<file path="src/rtl/spi_cursor_rx.sv">
// Oversampled SPI receiver for 32-bit cursor frames: validates, clamps to the
// visible area and publishes the position only at the start of vertical sync.
module spi_cursor_rx #(
  parameter int FRAME_BITS = 32,
  parameter int TIMEOUT    = 1024,
  parameter int X_LIM      = 628,
  parameter int Y_LIM      = 472
) (
  input  logic       clk,
  input  logic       reset_n,
  input  logic       sck,
  input  logic       sdi,
  input  logic       vsync,
  output logic [9:0] x_pos,
  output logic [9:0] y_pos,
  output logic       pos_valid,
  output logic       frame_err,
  output logic       timeout,
  output logic [7:0] frame_cnt
);
  localparam int BW = $clog2(FRAME_BITS) + 1;
  localparam int IW = $clog2(TIMEOUT) + 1;
  localparam logic [BW-1:0] LAST_BIT = BW'(FRAME_BITS - 1);
  localparam logic [IW-1:0] IDLE_MAX = IW'(TIMEOUT);
  localparam logic [9:0]    X_MAX    = 10'(X_LIM);
  localparam logic [9:0]    Y_MAX    = 10'(Y_LIM);

  // Reset asserts asynchronously but releases on a clk edge.
  logic [1:0] rst_sync_q;
  logic       rst_n_i;

  always_ff @(posedge clk or negedge reset_n) begin
    if (!reset_n) rst_sync_q <= 2'b00;
    else          rst_sync_q <= {rst_sync_q[0], 1'b1};
  end
  assign rst_n_i = rst_sync_q[1];

  logic sck_meta_q, sck_meta_d, sck_sync_q, sck_sync_d, sck_prev_q, sck_prev_d;
  logic sdi_meta_q, sdi_meta_d, sdi_sync_q, sdi_sync_d;
  logic vs_dly_q, vs_dly_d;
  logic [FRAME_BITS-1:0] shift_q, shift_d;
  logic [BW-1:0] bit_cnt_q, bit_cnt_d;
  logic [IW-1:0] idle_q, idle_d;
  logic          pending_q, pending_d;
  logic [9:0]    pend_x_q, pend_x_d, pend_y_q, pend_y_d;
  logic [9:0]    x_pos_q, x_pos_d, y_pos_q, y_pos_d;
  logic          pos_valid_q, pos_valid_d;
  logic          frame_err_q, frame_err_d, timeout_q, timeout_d;
  logic [7:0]    frame_cnt_q, frame_cnt_d;

  logic [FRAME_BITS-1:0] word;
  logic [9:0] x_fld, y_fld;
  logic       sck_rise, frame_done, fmt_ok, vs_fall;

  assign word       = {shift_q[FRAME_BITS-2:0], sdi_sync_q};
  assign x_fld      = word[25:16];
  assign y_fld      = word[9:0];
  assign fmt_ok     = (word[31:26] == 6'd0) && (word[15:10] == 6'd0);
  assign sck_rise   = sck_sync_q & ~sck_prev_q;
  assign frame_done = sck_rise && (bit_cnt_q == LAST_BIT);
  assign vs_fall    = vs_dly_q & ~vsync;

  always_comb begin
    sck_meta_d  = sck;
    sck_sync_d  = sck_meta_q;
    sck_prev_d  = sck_sync_q;
    sdi_meta_d  = sdi;
    sdi_sync_d  = sdi_meta_q;
    vs_dly_d    = vsync;
    shift_d     = shift_q;
    bit_cnt_d   = bit_cnt_q;
    idle_d      = idle_q;
    pending_d   = pending_q;
    pend_x_d    = pend_x_q;
    pend_y_d    = pend_y_q;
    x_pos_d     = x_pos_q;
    y_pos_d     = y_pos_q;
    pos_valid_d = pos_valid_q;
    frame_err_d = 1'b0;
    timeout_d   = 1'b0;
    frame_cnt_d = frame_cnt_q;

    // Commit sees the old pending values; a frame landing this cycle re-arms pending.
    if (vs_fall && pending_q) begin
      x_pos_d     = pend_x_q;
      y_pos_d     = pend_y_q;
      pos_valid_d = 1'b1;
      pending_d   = 1'b0;
    end

    if (sck_rise) begin
      shift_d = word;
      idle_d  = '0;
      if (frame_done) begin
        bit_cnt_d = '0;
        if (fmt_ok) begin
          pend_x_d    = (x_fld > X_MAX) ? X_MAX : x_fld;
          pend_y_d    = (y_fld > Y_MAX) ? Y_MAX : y_fld;
          pending_d   = 1'b1;
          frame_cnt_d = frame_cnt_q + 8'd1;
        end else begin
          frame_err_d = 1'b1;
        end
      end else begin
        bit_cnt_d = bit_cnt_q + 1'b1;
      end
    end else if (bit_cnt_q != '0) begin
      if (idle_q == IDLE_MAX) begin
        bit_cnt_d = '0;
        idle_d    = '0;
        timeout_d = 1'b1;
      end else begin
        idle_d = idle_q + 1'b1;
      end
    end
  end

  always_ff @(posedge clk or negedge rst_n_i) begin
    if (!rst_n_i) begin
      sck_meta_q  <= 1'b0;
      sck_sync_q  <= 1'b0;
      sck_prev_q  <= 1'b0;
      sdi_meta_q  <= 1'b0;
      sdi_sync_q  <= 1'b0;
      vs_dly_q    <= 1'b1;
      shift_q     <= '0;
      bit_cnt_q   <= '0;
      idle_q      <= '0;
      pending_q   <= 1'b0;
      pend_x_q    <= '0;
      pend_y_q    <= '0;
      x_pos_q     <= '0;
      y_pos_q     <= '0;
      pos_valid_q <= 1'b0;
      frame_err_q <= 1'b0;
      timeout_q   <= 1'b0;
      frame_cnt_q <= '0;
    end else begin
      sck_meta_q  <= sck_meta_d;
      sck_sync_q  <= sck_sync_d;
      sck_prev_q  <= sck_prev_d;
      sdi_meta_q  <= sdi_meta_d;
      sdi_sync_q  <= sdi_sync_d;
      vs_dly_q    <= vs_dly_d;
      shift_q     <= shift_d;
      bit_cnt_q   <= bit_cnt_d;
      idle_q      <= idle_d;
      pending_q   <= pending_d;
      pend_x_q    <= pend_x_d;
      pend_y_q    <= pend_y_d;
      x_pos_q     <= x_pos_d;
      y_pos_q     <= y_pos_d;
      pos_valid_q <= pos_valid_d;
      frame_err_q <= frame_err_d;
      timeout_q   <= timeout_d;
      frame_cnt_q <= frame_cnt_d;
    end
  end

  assign x_pos     = x_pos_q;
  assign y_pos     = y_pos_q;
  assign pos_valid = pos_valid_q;
  assign frame_err = frame_err_q;
  assign timeout   = timeout_q;
  assign frame_cnt = frame_cnt_q;
endmodule
</file>
<file path="config.mk">
export PLATFORM = sky130hd
export DESIGN_NAME = spi_cursor_rx
export DESIGN_NICKNAME = d
export VERILOG_FILES = /design/src/rtl/spi_cursor_rx.sv
export SDC_FILE = /design/constraint.sdc
export NUM_CORES = 1
export LEC_CHECK = 0
export BUFFER_PORTS_ARGS = -buffer_cell sky130_fd_sc_hd__buf_2
export CAP_MARGIN = 20
export CORE_ASPECT_RATIO = 1.75
export CORE_MARGIN = 8
export CORE_UTILIZATION = 25
export DETAILED_ROUTE_END_ITERATION = 12
export GPL_ROUTABILITY_DRIVEN = 0
export GPL_TIMING_DRIVEN = 0
export HOLD_SLACK_MARGIN = 0.02
export PLACE_DENSITY = 0.41
export SKIP_LAST_GASP = 1
export SLEW_MARGIN = 10
export SYNTH_ARGS = -nofsm -noshare
export SYNTH_HDL_FRONTEND = slang
export SYNTH_SLANG_ARGS = --single-unit
</file>
<file path="constraint.sdc">
create_clock -name clk -period 6.3 [get_ports clk]
set_input_delay 0.945 -clock clk [delete_from_list [all_inputs] [get_ports clk]]
set_output_delay 0.945 -clock clk [all_outputs]
set_load 0.005 [all_outputs]
</file>
Yosys cells after proc, flatten, opt, wreduce, memory -nomap -nowiden
Index checks and enable logic that the tools add are counted.
Widths: inputs -> output; s select.
- flip-flop bits (word level): 108
- latch bits: 0
- memory bits (writable): 0
- bits in read-only memories: 0
- bits of input ports: 5
- output and inout bits: 31
- memories kept: 0
- add/sub/neg operators: 3
- multiply operators: 0
- div/mod/pow operators: 0
- $lt $le $gt $ge: 2
- equal/unequal tests: 2
- shifts and indexed selects: 0
- multiplexer cells: 19
- bitwise logic cells: 4
- reductions and logical operators: 10
- operator list (operator ; count):
    $mux 11 ; 3
    $mux 6 ; 4
    $mux 10 ; 2
    $logic_not 6->1 ; 2
    $add 11x1->11 const B ; 1
    $eq 11x11->1 const B ; 1
    $gt 10x10->1 const B ; 1
    $gt 10x9->1 const B ; 1
    $mux 1 ; 10
    $add 8x1->8 const B ; 1
    $add 6x1->6 const B ; 1
    $eq 6x5->1 const B ; 1
    $reduce_bool 6->1 ; 1
    $reduce_bool 2->1 ; 2
    $logic_and 1x1->1 ; 3
    $reduce_and 3->1 ; 1
    $and 1x1->1 ; 2
    $not 1->1 ; 2
    $reduce_and 2->1 ; 1

Longest topological paths before layout
- depth in word-level cells: 7
- gate-level depth with buffers: 7
- mapped depth without buffers: 6

Worst setup path before layout
No wires, ideal clock.
- kind: input -> register
- start point: input port vsync
- end point: register x_pos_q[0] (netlist: x_pos[0])
- library setup time: 0.125 ns
- data arrival time: 1.775 ns
- required time: 6.175 ns
- path slack: 4.401 ns
- stages: 3
- buffers on the path: 1
- cells stage by stage: nand3b_1 > clkbuf_1 > mux2_2
- word-level cells in the longest chain between the ends: 3
- RTL lines (what ; RTL line ; source):
    start: declaration ; 13 ; input logic vsync,
    $not 1->1 ; 61 ; assign vs_fall = vs_dly_q & ~vsync;
    $and 1x1->1 ; 61 ;
    $logic_and 1x1->1 ; 84 ; if (vs_fall && pending_q) begin
    end signal: assignment ; 151 ; x_pos_q <= x_pos_d;
    end: declaration ; 46 ; logic [9:0] x_pos_q, x_pos_d, y_pos_q, y_pos_d;
Every way passes these cells.
A chain may end at the register's enable or synchronous reset.

Worst setup path in the final report
- start point: register shift_q[9]
- end point: register pend_x_q[9]
- word-level cells in the longest chain between the ends: 3
- RTL lines (what ; RTL line ; source):
    start: declaration ; 41 ; logic [FRAME_BITS-1:0] shift_q, shift_d;
    start signal: assignment ; 145 ; shift_q <= shift_d;
    $logic_not 6->1 ; 58 ; assign fmt_ok = (word[31:26] == 6'd0) && (word[15:10] == 6'd0);
    $logic_and 1x1->1 ; 58 ;
    $reduce_and 3->1 (no line) ; - ;
    end signal: assignment ; 149 ; pend_x_q <= pend_x_d;
    end: declaration ; 45 ; logic [9:0] pend_x_q, pend_x_d, pend_y_q, pend_y_d;
Every way passes these cells.

==> Implementation_results.wiki <==
{| class="wikitable"
! Metric !! Value
|-
| Max-slew violation total from the final report || 0
|-
| RSZ-0062 raised after global routing || false
|-
| Number of clock sinks || 108
|-
| Setup clock skew after layout || about 11 ps
|-
| Area of the multi-input gates || 1750 um^2
|-
| Arrival time of data at the critical path endpoint || between 2000 and 2500 ps
|-
| Worst Tran Pin Value || 791 ps
|-
| Critical path capture point type || flip-flop
|-
| Net Count, Synth || 433
|-
| Area leader, netlist || dfrtp_1
|-
| Aggregate negative setup slack || 0 ps
|-
| Cells resized by post-CTS repair || 0
|-
| Achievable frequency || 477 MHz
|-
| Sequential element share of the synthesized area || 58.9%
|-
| Worst-case clock buffer depth || 2
|-
| Status || complete, no violations
|-
| Category of cells accounting for the largest share of critical-path delay || simple AND/OR/NAND/NOR gates
|-
| Synthesized flop and latch total || between 100 and 150
|-
| Met2 usage in global routing || 17.6%
|-
| Leakage power || approximately 0.0026 uW
|-
| Total die area || roughly 23,000 um^2
|-
| CTS root buf || clkbuf_16
|-
| Synthesized instance count || around 420
|-
| Post-CTS Setup Inserts || 0
|-
| Total number of vias || approximately 3,200
|-
| Maximum fanout encountered on the critical timing path || 9
|-
| Via count of the first global-routing pass || 3,253
|-
| DP Cell Count || between 600 and 700
|-
| Total iterations of the first detailed-routing run || 4
|-
| Portion of total power attributed to sequential cells || 48.9%
|-
| Power share of the clock group || 35.8%
|-
| Global-route wire length before repair || 17.0 mm
|-
| Power Dens Cells || 302 nW/um^2
|-
| Detailed-route DRC error count || 0
|-
| CTS tree || built
|-
| Highest-count cells in the layout ignoring fill and taps || dfrtp_1 (106), nand2_1 (96), buf_2 (39), o21ai_0 (22), mux2_2 (21)
|-
| Effective utilization at floorplan || 25.4%
|-
| Remaining global-route overflow || 0
|-
| Count of different cell masters after synthesis || 58
|-
| Synth async-reset ratio || 100%
|-
| Share of the cycle needed by the critical path after routing || 33.3%
|-
| Pin count of the biggest net entering global routing || 58
|-
| Hold Crit Class || flip-flop to flip-flop
|-
| Critical-path top delay cell || dfrtp_1
|-
| Max-Cap Viols || 0
|-
| Post-synthesis average cell area || 10.9 um^2
|-
| Synth top area share || 58.3%
|-
| Antenna violations before repair || 0
|-
| Most common cell after layout, fill and taps aside || dfrtp_1
|-
| Final net count || 480
|-
| Combinational power share || 15.3%
|-
| Clock latency on the worst-skew pair || 350 ps
|-
| Switching portion of total power || 29.3%
|-
| Most used DFF post-synth || dfrtp_1
|-
| Height of the die || 195 um
|-
| Peak ir drop on the vdd network || approximately 0.11 mV
|-
| Worst Setup Path Type || flip-flop to flip-flop
|-
| CP startpoint kind || flip-flop
|-
| Final hold violation count || 0
|-
| Post-DR wirelength/cell || 14.4 um
|-
| Port buffer count || 35
|-
| Total wirelength of the detailed-routed design || 10.2 mm
|-
| GR Util met1 || 9.22%
|-
| Area of all sequential standard cells || 2710 um^2
|-
| Cell Int Power || 1150 uW
|-
| Number of buffers created by CTS || 9
|-
| Iteration-0 DRC Markers || 110
|-
| Number of endpoints failing setup at the final stage || 0
|-
| Clock transition at path regs || 80 ps
|-
| Count of inserted antenna diode cells || 0
|-
| Final Core Density || 29.9%
|-
| Number of core rows || 65
|-
| Final instance count without filler cells || 709
|-
| H-tree depth reported by CTS || 3
|-
| Global routing met3 resource utilization || 2.28%
|-
| Routed Antenna Nets || 0
|-
| Detailed placer's ending HPWL || 7.39 mm
|-
| I/O pin count || 36
|-
| Top cells by area, synth || dfrtp_1 (58%), nand2_1 (7.8%), mux2_2 (5.2%)
|-
| Fin crit period || 2100 ps
|-
| Global routing usage summed across all routing layers || a little under a tenth
|-
| Buffers plus inverters on the worst setup path || 1
|-
| Worst path required time || 6530 ps
|-
| Slew margin rel. || 47.2%
|-
| Core area || ~18,000 um^2
|-
| Via count normalized by instance count || 4.52
|-
| Post-synthesis instance area || 4590 um^2
|-
| Slowest cell delay on critical path || 410 ps
|-
| Die Span X || 118 um
|-
| Number of enable flip-flop cells after synthesis || 0
|-
| Net Switching || 478 uW
|-
| Filler cell count in the final layout || 1,908
|-
| P&R area growth vs syn || 17.6%
|-
| Fraction of final layout cells sized beyond drive strength 1 || between 10% and 20%
|-
| Hold-fix buffers at CTS || 0
|-
| Count of synthesis-stage warnings from yosys || 0
|-
| Layer with the highest usage || met2
|-
| Critical path cell sequence || nor4_1 -> nand3_1 -> or2_1 -> buf_2 -> mux2_4
|}
## power by group through the flow
stage          Combinational [uW]  Clock [uW]  Sequential, uW
2_1_floorplan                 180           0             800
3_3_place_gp                  244           0             817
3_5_place_dp                  256           0             812
4_1_cts                       258         608             798
5_1_grt                       283         637             806
6_report                      250         583             797
## synth_stat cells, drive strengths merged (2+ instances only)
| master | instances |
|---|---|
| a31o | 2 |
| nor2 | 12 |
| a31oi | 5 |
| buf | 7 |
| nor4 | 8 |
| inv | 11 |
| o311ai | 2 |
| mux2 | 22 |
| or3 | 6 |
| o22a | 4 |
| nand2 | 96 |
| and3 | 7 |
| xor2 | 8 |
| a21oi | 8 |
| o21ai | 37 |
| nor2b | 2 |
| nand4 | 5 |
| or4b | 2 |
| dfrtp | 107 |
| nand3 | 11 |
| o31ai | 2 |
| xnor2 | 3 |
| clkbuf | 14 |
| and4 | 3 |
| ha | 5 |
| a22o | 2 |
| and2 | 3 |
| nor3 | 6 |
| o211ai | 2 |
| nand2b | 4 |
| o21a | 2 |
| a311oi | 2 |
## cells by family after synthesis
logic type | after synthesis | synth area share (%)
and+or+nand+nor | 170 | 18.4
DFF | 108 | 58.9
AOI/OAI and AO/OA | 73 | 10.5
buffers and inverters | 32 | 2.97
muxes | 23 | 5.70
xor gates and xnor gates | 11 | 2.10
adders and majority gates | 5 | 1.36
other | 1 | 0.0817
## through the flow
step / cell area (um^2) / worst slack [ps] / total power (uW) / hold slack, ps
6_report: 5400 / 4200 / 1630 / 352
5_1_grt: 5400 / 4060 / 1730 / 344
2_1_floorplan: 4590 / 3070 / 979 / 331
3_5_place_dp: 5090 / 4060 / 1070 / 337
4_1_cts: 5400 / 4140 / 1660 / 349
3_3_place_gp: 5060 / 1620 / 1060 / 335
## per-layer routing
layer | up-vias | share of wire [%]
li1 | 1561 | -
met1 | 1591 | 39
met2 | 41 | 56
met3 | 11 | 3.0
met4 | 0 | 1.8
met5 | - | 0
## sequential cells by signal, summed over array words and instances, names as in the netlist, 2 cells and up
register / flops
idle_q: 11
frame_cnt: 8
bit_cnt_q: 6
pend_x_q: 10
pend_y_q: 10
rst_sync_q: 2
y_pos: 10
shift_q: 31
x_pos: 10
## final timing paths
kind | startpoint | endpoint | slack, ps | cells past startpoint
max reg2reg | shift_q[9] | pend_x_q[9] | 4200 | 5
max in group asynchronous | rst_sync_q[1] | shift_q[28] | 5130 | 1
max | shift_q[9] | pend_x_q[9] | 4200 | 5
min | rst_sync_q[0] | rst_sync_q[1] | 350 | 0
min reg2reg | rst_sync_q[0] | rst_sync_q[1] | 350 | 0
min in group asynchronous | reset_n | rst_sync_q[1] | 360 | 1
## final cells by class
type | count | area share [%]
Sequential cell | 108 | 50.2
Multi-Input combinational cell | 283 | 32.4
Tap cell | 234 | 5.42
Clock buffer | 11 | 4.50
Timing Repair Buffer | 36 | 3.76
Buffer | 21 | 1.76
Clock inverter | 5 | 1.21
Inverter | 11 | 0.765
(Power assumes the default switching activity.)
